**src/rtl/hog_pix_feeder_pkg.sv**
```systemverilog
// rtl/hog_pix_feeder_pkg.sv - shared feeder state encoding and default pixel/memory geometry
package hog_pix_feeder_pkg;

  localparam int DEF_PIX_W = 8;
  localparam int DEF_PIX_N = 96;
  localparam int DEF_MEM_W = 64;

  typedef enum logic [1:0] {
    ST_IDLE    = 2'd0,
    ST_ISSUE   = 2'd1,
    ST_WAIT    = 2'd2,
    ST_DELIVER = 2'd3
  } feed_state_t;

endpackage

```
**src/rtl/hog_pix_feeder.sv**
```systemverilog
// rtl/hog_pix_feeder.sv - fetches memory words and assembles them into pixel bundles for the HOG core
module hog_pix_feeder
  import hog_pix_feeder_pkg::*;
#(
  parameter int PIX_W       = DEF_PIX_W,
  parameter int PIX_N       = DEF_PIX_N,
  parameter int MEM_W       = DEF_MEM_W,
  parameter int MADDR_W     = 16,
  parameter int FRAME_WORDS = 38400
) (
  input  logic                   clk,
  input  logic                   rst,
  input  logic                   request,
  output logic                   ready,
  output logic [PIX_W*PIX_N-1:0] o_data,
  output logic                   mem_rd,
  output logic [MADDR_W-1:0]     mem_addr,
  input  logic [MEM_W-1:0]       mem_rdata,
  input  logic                   mem_valid,
  output logic                   frame_done
);

  localparam int BUS_W = PIX_W * PIX_N;
  localparam int WPR   = BUS_W / MEM_W;
  localparam int W_W   = (WPR > 1) ? $clog2(WPR) : 1;

  localparam logic [W_W-1:0]     W_LAST   = W_W'(WPR - 1);
  localparam logic [MADDR_W-1:0] PTR_LAST = MADDR_W'(FRAME_WORDS - 1);

  feed_state_t          state, state_nxt;
  logic [MADDR_W-1:0]   ptr;
  logic [W_W-1:0]       w;
  logic                 pending;
  logic [BUS_W-1:0]     asm_q;

  assign mem_addr = ptr;

  // Next-state and read-strobe decode; only one read is in flight, so WAIT gates mem_valid
  always_comb begin
    state_nxt = state;
    mem_rd    = 1'b0;
    case (state)
      ST_IDLE:    if (request || pending) state_nxt = ST_ISSUE;
      ST_ISSUE: begin
        mem_rd    = 1'b1;
        state_nxt = ST_WAIT;
      end
      ST_WAIT:    if (mem_valid) state_nxt = (w == W_LAST) ? ST_DELIVER : ST_ISSUE;
      ST_DELIVER: state_nxt = ST_IDLE;
      default:    state_nxt = ST_IDLE;
    endcase
  end

  // State register
  always_ff @(posedge clk) begin
    if (rst) state <= ST_IDLE;
    else     state <= state_nxt;
  end

  // Pending request latch: one-deep, consumed when IDLE launches a fetch
  always_ff @(posedge clk) begin
    if (rst)                                            pending <= 1'b0;
    else if (state == ST_IDLE && state_nxt == ST_ISSUE) pending <= 1'b0;
    else if (state != ST_IDLE && request)               pending <= 1'b1;
  end

  // Word capture, frame pointer and slot counter
  always_ff @(posedge clk) begin
    if (rst) begin
      ptr   <= '0;
      w     <= '0;
      asm_q <= '0;
    end else if (state == ST_WAIT && mem_valid) begin
      asm_q[w*MEM_W +: MEM_W] <= mem_rdata;
      ptr <= (ptr == PTR_LAST) ? '0 : ptr + MADDR_W'(1);
      w   <= (w == W_LAST) ? '0 : w + W_W'(1);
    end else if (state == ST_DELIVER) begin
      w <= '0;
    end
  end

  // Bundle output; pointer back at 0 during DELIVER means the frame's last word was just taken
  always_ff @(posedge clk) begin
    if (rst) begin
      ready      <= 1'b0;
      frame_done <= 1'b0;
      o_data     <= '0;
    end else begin
      ready      <= (state == ST_DELIVER);
      frame_done <= (state == ST_DELIVER) && (ptr == '0);
      if (state == ST_DELIVER) o_data <= asm_q;
    end
  end

endmodule
```
**config.mk**
```make
export PLATFORM = sky130hd
export DESIGN_NAME = hog_pix_feeder
export DESIGN_NICKNAME = d
export VERILOG_FILES = /design/src/rtl/hog_pix_feeder_pkg.sv /design/src/rtl/hog_pix_feeder.sv
export SDC_FILE = /design/constraint.sdc
export NUM_CORES = 2
export LEC_CHECK = 0
export ABC_CLOCK_PERIOD_IN_PS = 2500
export CAP_MARGIN = 20
export CORE_MARGIN = 5
export CORE_UTILIZATION = 40
export CTS_CLUSTER_DIAMETER = 100
export DETAILED_ROUTE_END_ITERATION = 7
export SYNTH_ARGS = -nofsm -noshare
export SYNTH_HDL_FRONTEND = slang
export SYNTH_SLANG_ARGS = --single-unit
```
**constraint.sdc**
```tcl
create_clock -name clk -period 2.5 [get_ports clk]
set_input_delay 0.5 -clock clk [delete_from_list [all_inputs] [get_ports clk]]
set_output_delay 0.5 -clock clk [all_outputs]
set_load 0.05 [all_outputs]
```
==> flow_metrics.tcl <==
set metrics [dict create \
    design_area_mm2 0.0720 \
    grt_pass1_wl_um 329000 \
    worst_path_dominant_cell_family "buffers and inverters" \
    yosysTopAreaCell "dfxtp_1" \
    drive_above_1_share 0.0866 \
    core_mm2 0.139 \
    setup_viol 0 \
    cpMaxStageDelayCell "clkdlybuf4s50_1" \
    ant_nets 0 \
    antenna_found_initial 32 \
    yosysMostFrequentCell "nand2_1" \
    synthTopCellsByCount "nand2_1, dfxtp_1, a21oi_1" \
    worst_setup_path_end_kind "output pin" \
    initial_core_util 0.401 \
    dr.pass1.iters 7 \
    timing.hold.ws_ns 0.202 \
    h-tree-depth 4 \
    worst_pin_slew_ns 0.991 \
    utilization 0.518 \
    final-instance-count-excl-fill 9463 \
    ys_warn_count 0 \
    clkTransAtPathRegs_ns 0.06 \
    r2r_slack_ns 0.11 \
    synthTopCellsByArea "dfxtp_1, nand2_1, a21oi_1, mux2i_1, nand3_1" \
    ctsRootBufferMaster "clkbuf_16" \
    fin_total_pwr_mw 51.8 \
    vias 51100 \
    dieArea_mm2 0.147 \
    pin_count 855 \
    hold_viol 0 \
    multiInputGateArea_mm2 0.0221 \
    clock_power_share 0.481 \
    cap_violations 0 \
    total_switching_power_mw 12.1 \
    gp_congestion 0.852 \
    cts_buffers 164 \
    insertion_delay_ns 0.80 \
    grt_pass1_vias 47300 \
    yosysTopAreaCellShare 0.561 \
    sequentialPowerShare 0.481 \
    arrival_ns 1.94 \
    netlist_area_mm2 0.0557 \
    synth_fp_nets 6873 \
    cp-start-kind "flip-flop" \
    drv_slew 0 \
    drt-wirelength-per-cell_um 24.7 \
    grt.total_usage 0.303 \
    cp_cell_sequence "clkdlybuf4s50_1" \
    die_h_um 383 \
    area_delta_synth_final_pct 29.3 \
    path_buf_inv 1 \
    ys.flop_type "dfxtp_1" \
    timing.fmax_ghz 0.409 \
    hp-class "primary input to flip-flop" \
    rows 137 \
    drt_iter0_drc 5964 \
    cts_hold_buf 0 \
    finalClockSkew_ns 0.0443 \
    synth_seq_cells 1561 \
    drc 0 \
    p_comb_frac 0.038 \
    cts_buffer_depth 3 \
    crit_type "flip-flop to output pin" \
    cellPowerDensity_mw_per_mm2 720 \
    place_area_mm2 0.0671 \
    yosysSeqAreaShare 0.561 \
    fill_cells 13400 \
    setup_tns_ns 0 \
    status "finished, final reports clean" \
    port-buffer-count 854 \
    timing.final.crit_share 0.977 \
    vias_per_cell 5.40 \
    overflow 0 \
    slew_headroom 0.339 \
    yosysUniqueCellTypes 50 \
    dp_hpwl_um 154000 \
    irDropWorstVdd_v 0.000489 \
    placed_cells 9146 \
    syn_area_per_cell_um2 8.19 \
    critPathMaxStageDelay_ns 0.81 \
    cts_tree "built" \
    async_reset_ff_frac 0 \
    power_leakage_nw 28.7 \
    cp_max_fo 2 \
    synth_edf_count 0 \
    routed_wl_um 234000 \
    synth_cells 6800 \
    pre_cts_slack_ns -0.110 \
    min_period_ns 2.44 \
    worst_ep_required_time_ns 2.00 \
    fin_ws_ns 0.0568 \
    switching_share 0.233 \
    cts_sinks 1561 \
    final_nets 7513 \
    grt_max_degree 150 \
    die_w_um 383 \
    regArea_mm2 0.0313 \
    internal_power_mw 39.8 \
]
[cell families (layout without fill, tap and decap cells)]
kind of cell	count (synthesis)	after routing	share of synthesized area
XOR/XNOR	13	13	0.00204
other	0	14	0
adder cells (fa/ha/maj)	5	5	0.00112
multiplexers	256	256	0.0460
AO/OA/AOI/OAI	1271	1271	0.119
buffers and inverters	634	1407	0.0451
flip-flops	1561	1561	0.561
AND/OR/NAND/NOR	3060	3060	0.226
[power by group through the flow]
stage / combinational, mW / sequential, mW / clock, mW
after CTS: 1.93 / 24.9 / 25.2
after global routing: 1.98 / 24.9 / 26.2
after floorplan: 0.759 / 25.5 / 0
after global placement: 1.93 / 25.5 / 0
final: 1.97 / 24.9 / 25.0
after detailed placement: 1.93 / 25.5 / 0
[layout by cell type, fill, tap and decap left out, types with 3 or more instances in the layout]
master           netlist  routed
a21oi_1              900     900
a31o_2                40      40
and2_1                 6       4
and3_1                 3       3
and4_1                46      45
buf_12                 0     100
buf_2                 61      55
buf_4                 14     153
bufinv_16              0      10
clkbuf_1             528      39
clkbuf_16              0     172
clkbuf_8               0      34
clkdlybuf4s50_1        0     145
clkinv_2               0      32
clkinvlp_4             0       4
dfxtp_1             1561    1559
diode_2                0      14
dlygate4sd2_1          0     611
dlymetal6s2s_1         0      31
ha_1                   5       4
inv_1                  7       6
inv_6                  0       6
mux2i_1              256     256
nand2_1             2437    2434
nand2_4                0       4
nand2b_1               6       3
nand3_1              450     450
nand4_1               38      38
nor2_1                33      30
nor2_4                 0       3
nor3_1                10       5
nor3_2                 2       6
nor4_1                13      10
nor4_2                 0       3
o21ai_0              292     292
o21ai_1               25      25
xnor2_1                9       9
xor2_1                 4       3
[layer usage]
metal | vias up | global-route usage | wire, µm
met3 | 454 | 0.0709 | 22600
met1 | 24700 | 0.392 | 93800
li1 | 23700 | - | -
met2 | 2217 | 0.476 | 105000
met5 | - | 0 | 22
met4 | 4 | 0.148 | 12700
[final cells by class]
type / count / share of cell area
repair buffers: 1101 / 0.149
clock buffers: 242 / 0.0674
multi-input cells: 4605 / 0.307
flip-flops and latches: 1561 / 0.434
clock inverters: 57 / 0.00886
inverters: 7 / 0.000469
diodes: 14 / 0.000486
well taps: 1876 / 0.0326
[worst paths after layout]
| kind | from | endpoint | depth (start not counted) |
|---|---|---|---|
| hold reg to reg | asm_q[3] | o_data[3] | 2 |
| hold / removal | mem_rdata[61] | asm_q[125] | 3 |
| setup reg to reg | w[0] | asm_q[381] | 10 |
| setup / recovery | o_data[139] | o_data[139] | 1 |
[timing repair]
item                                   CTS  global route
buffers inserted                         0             2
endpoints found under the hold margin    0             0
pin swaps                                0             2
gates cloned                             0             2
setup endpoints to repair              640           234
resized for setup                      612            41
[sequential cells by signal, indices dropped and copies added (netlist names)]
register	count
ready	1
mem_addr	16
state	2
pending	1
frame_done	1
w	4
asm_q	768
o_data	768
Note: power is estimated with default switching activity, not from simulation.
